**src/rtl/clock_ctrl_pkg.sv**
```systemverilog
// Shared types and defaults for the clock-switch control slice.
// FSM state encoding, wait defaults and response error code meaning.
package clock_ctrl_pkg;

  localparam int CNT_W_DEF        = 8;
  localparam int DEFAULT_WAIT_DEF = 8;

  typedef enum logic [2:0] {
    ST_STARTUP,
    ST_IDLE,
    ST_CHECK,
    ST_OFF,
    ST_SETTLE
  } state_t;

  // resp_err meaning when resp_valid is high
  localparam logic RESP_OK  = 1'b0;
  localparam logic RESP_ERR = 1'b1;

endpackage

```
**src/rtl/clock_ctrl_down_counter.sv**
```systemverilog
// Loadable down-counter shared by the STARTUP, OFF and SETTLE waits.
// Ports: clock, reset, load_i/load_val_i (reload), dec_i (count), zero_o.
module clock_ctrl_down_counter #(
  parameter int               CNT_W   = 8,
  parameter logic [CNT_W-1:0] RST_VAL = '1
) (
  input  logic             clock,
  input  logic             reset,
  input  logic             load_i,
  input  logic [CNT_W-1:0] load_val_i,
  input  logic             dec_i,
  output logic             zero_o
);

  logic [CNT_W-1:0] cnt_q;

  always_ff @(posedge clock) begin
    if (reset) begin
      cnt_q <= RST_VAL;
    end else if (load_i) begin
      cnt_q <= load_val_i;
    end else if (dec_i && (cnt_q != '0)) begin
      cnt_q <= cnt_q - 1'b1;
    end
  end

  // High on the last counted cycle: the next decrement lands on zero,
  // so the owner can act on that same edge.
  assign zero_o = (cnt_q == CNT_W'(1));

endmodule

```
**src/rtl/clock_switch_sequencer.sv**
```systemverilog
// Glitch-free clock switch sequencer: gate off, hold, reselect, settle, gate on.
// Ports: req_* handshake in, mux_sel/gate_en to clock cells, resp_* pulse, busy.
module clock_switch_sequencer
  import clock_ctrl_pkg::*;
#(
  parameter int NUM_CLOCKS   = 4,
  parameter int SEL_W        = $clog2(NUM_CLOCKS),
  parameter int CNT_W        = CNT_W_DEF,
  parameter int DEFAULT_WAIT = DEFAULT_WAIT_DEF,
  parameter int RESET_SEL    = 0
) (
  input  logic             clock,
  input  logic             reset,
  input  logic             req_valid,
  output logic             req_ready,
  input  logic [SEL_W-1:0] req_sel,
  input  logic [CNT_W-1:0] cfg_wait,
  output logic [SEL_W-1:0] mux_sel,
  output logic             gate_en,
  output logic             resp_valid,
  output logic             resp_err,
  output logic             busy
);

  localparam logic [CNT_W-1:0] DEF_W = CNT_W'(DEFAULT_WAIT);

  state_t           state_q;
  logic [SEL_W-1:0] mux_sel_q;
  logic [SEL_W-1:0] sel_q;
  logic [CNT_W-1:0] wait_q;
  logic             gate_en_q;
  logic             ready_q;
  logic             resp_valid_q;
  logic             resp_err_q;
  logic             busy_q;

  logic             accept;
  logic             bad_sel;
  logic             same_sel;
  logic [CNT_W-1:0] w_eff;
  logic             cnt_zero;
  logic             cnt_load_d;
  logic             cnt_dec_d;
  logic [CNT_W-1:0] cnt_val_d;

  assign accept   = req_valid && ready_q;
  assign bad_sel  = {1'b0, req_sel} >= (SEL_W+1)'(NUM_CLOCKS);
  assign same_sel = (req_sel == mux_sel_q);
  assign w_eff    = (cfg_wait == '0) ? DEF_W : cfg_wait;

  always_comb begin
    cnt_load_d = 1'b0;
    cnt_dec_d  = 1'b0;
    cnt_val_d  = wait_q;
    case (state_q)
      ST_STARTUP: cnt_dec_d = 1'b1;
      ST_IDLE: begin
        if (accept && !bad_sel && !same_sel) begin
          cnt_load_d = 1'b1;
          cnt_val_d  = w_eff;
        end
      end
      ST_OFF: begin
        // reload W for the settle phase on the reselect edge
        if (cnt_zero) cnt_load_d = 1'b1;
        else          cnt_dec_d  = 1'b1;
      end
      ST_SETTLE: cnt_dec_d = 1'b1;
      default: ;
    endcase
  end

  clock_ctrl_down_counter #(
    .CNT_W   (CNT_W),
    .RST_VAL (DEF_W)
  ) u_cnt (
    .clock      (clock),
    .reset      (reset),
    .load_i     (cnt_load_d),
    .load_val_i (cnt_val_d),
    .dec_i      (cnt_dec_d),
    .zero_o     (cnt_zero)
  );

  // The range/same-select decision is made on the accept edge so its
  // outcome is visible one cycle after the handshake.
  always_ff @(posedge clock) begin
    if (reset) begin
      state_q      <= ST_STARTUP;
      mux_sel_q    <= SEL_W'(RESET_SEL);
      sel_q        <= '0;
      wait_q       <= DEF_W;
      gate_en_q    <= 1'b0;
      ready_q      <= 1'b0;
      resp_valid_q <= 1'b0;
      resp_err_q   <= RESP_OK;
      busy_q       <= 1'b1;
    end else begin
      resp_valid_q <= 1'b0;
      resp_err_q   <= RESP_OK;
      case (state_q)
        ST_STARTUP: begin
          if (cnt_zero) begin
            state_q   <= ST_IDLE;
            gate_en_q <= 1'b1;
            ready_q   <= 1'b1;
            busy_q    <= 1'b0;
          end
        end
        ST_IDLE: begin
          if (accept) begin
            ready_q <= 1'b0;
            busy_q  <= 1'b1;
            sel_q   <= req_sel;
            wait_q  <= w_eff;
            if (bad_sel) begin
              state_q      <= ST_CHECK;
              resp_valid_q <= 1'b1;
              resp_err_q   <= RESP_ERR;
            end else if (same_sel) begin
              state_q      <= ST_CHECK;
              resp_valid_q <= 1'b1;
            end else begin
              state_q   <= ST_OFF;
              gate_en_q <= 1'b0;
            end
          end
        end
        ST_CHECK: begin
          state_q <= ST_IDLE;
          ready_q <= 1'b1;
          busy_q  <= 1'b0;
        end
        ST_OFF: begin
          if (cnt_zero) begin
            state_q   <= ST_SETTLE;
            mux_sel_q <= sel_q;
          end
        end
        ST_SETTLE: begin
          if (cnt_zero) begin
            state_q      <= ST_IDLE;
            gate_en_q    <= 1'b1;
            resp_valid_q <= 1'b1;
            ready_q      <= 1'b1;
            busy_q       <= 1'b0;
          end
        end
        default: state_q <= ST_IDLE;
      endcase
    end
  end

  assign mux_sel    = mux_sel_q;
  assign gate_en    = gate_en_q;
  assign req_ready  = ready_q;
  assign resp_valid = resp_valid_q;
  assign resp_err   = resp_err_q;
  assign busy       = busy_q;

endmodule

```
**config.mk**
```make
export PLATFORM = sky130hd
export DESIGN_NAME = clock_switch_sequencer
export DESIGN_NICKNAME = d
export VERILOG_FILES = /design/src/rtl/clock_ctrl_pkg.sv /design/src/rtl/clock_ctrl_down_counter.sv /design/src/rtl/clock_switch_sequencer.sv
export SDC_FILE = /design/constraint.sdc
export NUM_CORES = 1
export LEC_CHECK = 0
export BUFFER_PORTS_ARGS = -buffer_cell sky130_fd_sc_hd__buf_2
export CAP_MARGIN = 40
export CORE_ASPECT_RATIO = 1.75
export CORE_MARGIN = 8
export CORE_UTILIZATION = 60
export CTS_CLUSTER_DIAMETER = 80
export DETAILED_ROUTE_END_ITERATION = 10
export PLACE_DENSITY = 0.84
export SLEW_MARGIN = 20
export SYNTH_ARGS = -nofsm -noshare
export SYNTH_HDL_FRONTEND = slang
export SYNTH_SLANG_ARGS = --single-unit
```
**constraint.sdc**
```tcl
create_clock -name clock -period 4.75 [get_ports clock]
set_input_delay 0.2375 -clock clock [delete_from_list [all_inputs] [get_ports clock]]
set_output_delay 0.2375 -clock clock [all_outputs]
set_load 0.02 [all_outputs]
```
Word-level counts from Yosys, hierarchy flattened
Cells that the tools add are included.

Add/sub/neg operators: 1. Eq/ne operators: 10. Muxes and demuxes: 27. Reduce and logical (&&, ||, !) cells: 16.

Operators by type and width (count): two-way mux 8 bit (5); two-way mux 1 bit (12); two-way mux 3 bit (3); one-hot mux 3 bit (3 select lines) (1); equality test 8 x 1 -> 1 bit, second input constant (1); zero test 8 bit (1); one-hot mux 1 bit (2 select lines) (4); nonzero test 8 bit (1); subtractor 8 x 1 -> 8 bit, second input constant (1); equality test 3 x 2 -> 1 bit, second input constant (2); inequality test 2 bit, second input constant (3); one-hot mux 1 bit (3 select lines) (2); AND reduction 3 bit (2); AND reduction 2 bit (2); AND reduction 4 bit (1); nonzero test 2 bit (2); equality test 3 x 1 -> 1 bit, second input constant (1); equality test 3 bit, second input constant (1); logical AND 1 bit (3); zero test 3 bit (1); nonzero test 3 bit (1); equality test 2 bit (1); inequality test 2 x 1 -> 1 bit, second input constant (1); OR reduction 2 bit (1); zero test 1 bit (1).

Register bits after elaboration: 27. Input port bits: 13. Word-level logic and storage cells: 63.

Logic depth before layout (Yosys ltp)
Depth after elaboration: 6. Depth in mapped cells: 8. Mapped depth without buffers: 7.

Cells and area by module
From an unflattened synthesis, not the netlist that was laid out.

Cells, all modules: 168. Area total of the unflattened synthesis: 1457.6 um^2.

Modules (own cells, without submodules): clock_switch_sequencer (instances 1, cells an instance 107, area each 945.9 um^2, seq. area each 380.4 um^2); clock_ctrl_down_counter (instances 1, cells an instance 61, area each 511.7 um^2, seq. area each 160.2 um^2).

Worst setup path before layout
No wires, ideal clock.

Path kind: reg-to-reg. Start point: reg u_cnt.cnt_q[0]. End point: reg u_cnt.cnt_q[3]. Data arrival time: 1.738 ns. Required time: 4.675 ns. Path slack: 2.937 ns. Stages on the path, launching flop included: 9. Buffers on the path: 1. Path through: dfxtp_1 -> inv_1 -> ha_1 -> nor3b_2 -> a31oi_2 -> a211oi_4 -> buf_6 -> nor2_1 -> a22oi_2.

Longest elaborated chain between the ends: 5.

RTL lines: from (decl) (RTL line clock_ctrl_down_counter.sv:15) `logic [CNT_W-1:0] cnt_q;`; from (signal assigned) (RTL line clock_ctrl_down_counter.sv:21) `cnt_q <= load_val_i;`; from (signal assigned) (RTL line clock_ctrl_down_counter.sv:23) `cnt_q <= cnt_q - 1'b1;`; branches (longest 5 deep; another with subtractor 8 x 1 -> 8 bit).

Several ways; the timed one is not identified. The select of a mux whose other input is x is not followed. A chain may end at the register's enable or synchronous reset.

Worst setup path in the final report
Start point: reg u_cnt.cnt_q[0]. End point: reg u_cnt.cnt_q[5].

The elaborated chain is that of the path after synthesis.

==> results.yml <==
sta:
  tns_ns: 0
  min_period_over_period: 0.490
  period_needed_ns: 2.33
  holdWs_ns: 0.206
  worstMarginPinSlew_ns: 0.691
  hold_viol_final: 0
  drv_slew: 0
  final-setup-viol-count: 0
  fin_skew_ns: 0.00752
  relSlewSlack: 0.538
  rsz0062_at_grt: "false"
  max_freq_ghz: 0.429
power_and_ir_drop:
  power.leakage_nw: 0.547
  powerDensity_nw_per_um2: 437
  ir_worst_vdd_v: 0.000205
  fin_total_pwr_mw: 0.662
clock_network:
  cts_tree: "built"
  cts-root-buf: "clkbuf_8"
  hold_buffers: 0
  clkTransAtPathRegs_ns: 0.09
  post_cts_resized: 0
  clk_path_buf_depth: 2
  cts_setup_buffers: 0
  clock_latency_ns: 0.28
  htreeDepth: 1
  cts_buffers: 3
  cts_num_sinks: 27
synth:
  syn_area_per_cell_um2: 8.70
  yosysMostFrequentCell: "nand2_1"
  synth-seq-area-share: 0.379
  ys.warnings.count: 0
  async_reset_ff_frac: 0
  synth_commonest_cells: "nand2_1, dfxtp_1, a21oi_1"
  syn_nets: 179
  synth_top_area_frac: 0.379
  yosys-top-cells-area: "dfxtp_1, nand2_1, a21oi_1, nor2_1, a221oi_2"
  synth_area_um2: 1430
  synth.distinct_cells: 41
  synth_seq_cells: 27
  synth_edf_count: 0
  synth_top_flop_cell: "dfxtp_1"
  synth_top_cell_by_area: "dfxtp_1"
  syn_inst: 164
critical_path:
  rr_endpoint: "u_cnt.cnt_q[5]"
  cp-start-kind: "register"
  cp.arrival_ns: 2.51
  crit_path_end: "u_cnt.cnt_q[5]"
  path_buf_inv: 1
  crit_cells: 7
  path_cells: "inv_1 > ha_1 > nor3b_2 > nand2_1 > a211oi_4 > a21oi_1 > a221oi_1"
  crit_path_end_kind: "register"
  critPathSlowestCell: "a211oi_4"
  slowest_delay_ns: 0.64
  critPathMaxFanout: 16
  path_delay_family: "compound AO/OA/AOI/OAI gates"
  rr_startpoint: "u_cnt.cnt_q[0]"
  r2r_slack_ns: 2.42
  rr_worst_depth: 7
  required_ns: 4.93
  critPathKind: "reg2reg"
  critPathLaunch: "u_cnt.cnt_q[0]"
hold_path:
  hp-start: "req_sel[0]"
  hold_class: "in2reg"
placed_design:
  portBuffers: 18
  postPlaceCellArea_um2: 1470
  dpl.hpwl_um: 2330
  place_congestion: 0.809
global_route:
  top_usage_layer: "met2"
  first_global_vias: 1223
  grt_usage: 0.155
  grt_max_degree: 31
  grt_first_pass_wirelength_um: 5180
  overflow: 0
  met3_usage: 0.0222
  grt_antenna_before_repair: 0
  use_met1: 0.162
  met2_usage: 0.274
detailed_routing:
  wl_um: 3140
  drc: 0
  vias: 1230
  wl_per_cell_um: 15.7
  drt_iter0_markers: 47
  ant_nets: 0
  drt_pre_antenna_iters: 4
  via_per_inst: 6.15
finish:
  final_area_um2: 1520
  final_nets: 191
  drive_above_1_share: 0.183
  antenna_cells: 0
  syn_to_final_growth_pct: 6.13
  post-route-util: 0.666
floorplan:
  io_pins: 20
  dieArea_um2: 4260
  num_rows: 23
  die_w_um: 52.9
  start_util: 0.628
  coreArea_um2: 2270
  fp.dieH_um: 80.5
flow_run:
  drv_cap: 0
run_status:
  status: "completed"
==> power by group <==
part	internal [mW]	switching [mW]	total [mW]	leakage, nW
combinational	0.107	0.131	0.238	0.306
sequential	0.256	0.0387	0.294	0.219
clock	0.0602	0.0691	0.129	0.0228
total	0.423	0.239	0.662	0.547
==> final cells by class <==
type                    count  area, um^2
fillers                   206         758
flip-flops and latches     27         541
well taps                  25        31.3
clock buffers               4        45.0
multi-input cells         120         786
inverters                   6        22.5
repair buffers             18        90.1
==> per-layer routing <==
metal	vias up	wire (um)	share of wire
met3	9	105	0.033
met1	581	1280	0.41
met2	33	1670	0.53
li1	607	-	-
met4	0	77	0.025
met5	-	0	0
==> registers in the layout, indices dropped and copies added, names as in the netlist <==
name         flops
busy             1
gate_en          1
mux_sel          2
req_ready        1
resp_valid       1
sel_q            2
state_q          3
u_cnt.cnt_q      8
wait_q           8
==> logic make-up (layout without fill, tap and decap cells) <==
family,after synthesis,after routing,share of synthesized area
compound gates,48,48,0.265
xor+xnor,5,5,0.0307
fa+ha+maj,2,2,0.0175
buf+inv,17,28,0.0710
flops,27,27,0.379
mux,3,3,0.0210
other cells,1,1,0.00263
simple gates,61,61,0.214
==> stage by stage <==
step | setup slack, ns | cells
after detailed placement | 2.45 | 196
after CTS | 2.40 | 200
after floorplan | 2.94 | 164
after global routing | 2.24 | 200
after global placement | 2.59 | 196
final | 2.42 | 200
==> cell usage in the layout, fill, tap and decap left out, types with 2 or more instances in the layout <==
master    instances
a211o_1           3
a21oi_1          17
a221oi_1          3
a221oi_2          3
a22o_1            3
a22oi_1           4
a31oi_1           4
and2_1            2
buf_2            18
clkbuf_8          3
dfxtp_1          27
ha_1              2
inv_1             6
mux2i_1           3
nand2_1          28
nand2b_1          2
nor2_1           13
nor3_1            5
nor4_1            2
o32ai_1           3
xnor2_1           2
xor2_1            3
==> worst register-to-register path: cells and delay by family, from the launching register on <==
kind / cells / cell delay [ns]
AOI/OAI and AO/OA: 3 / 1.04
buffers and inverters: 1 / 0.12
DFF: 1 / 0.35
adders and majority gates: 1 / 0.20
and+or+nand+nor: 2 / 0.53
==> worst min-delay path by stage <==
stage	to	slack (ns)	cells past startpoint
2_1_floorplan	sel_q[0]	0.37	2
3_3_place_gp	gate_en	0.44	2
3_5_place_dp	wait_q[0]	0.45	2
4_1_cts	wait_q[5]	0.21	3
5_1_grt	sel_q[0]	0.21	3
6_report	sel_q[0]	0.21	3
No activity file was read; power rests on OpenSTA's default activity.
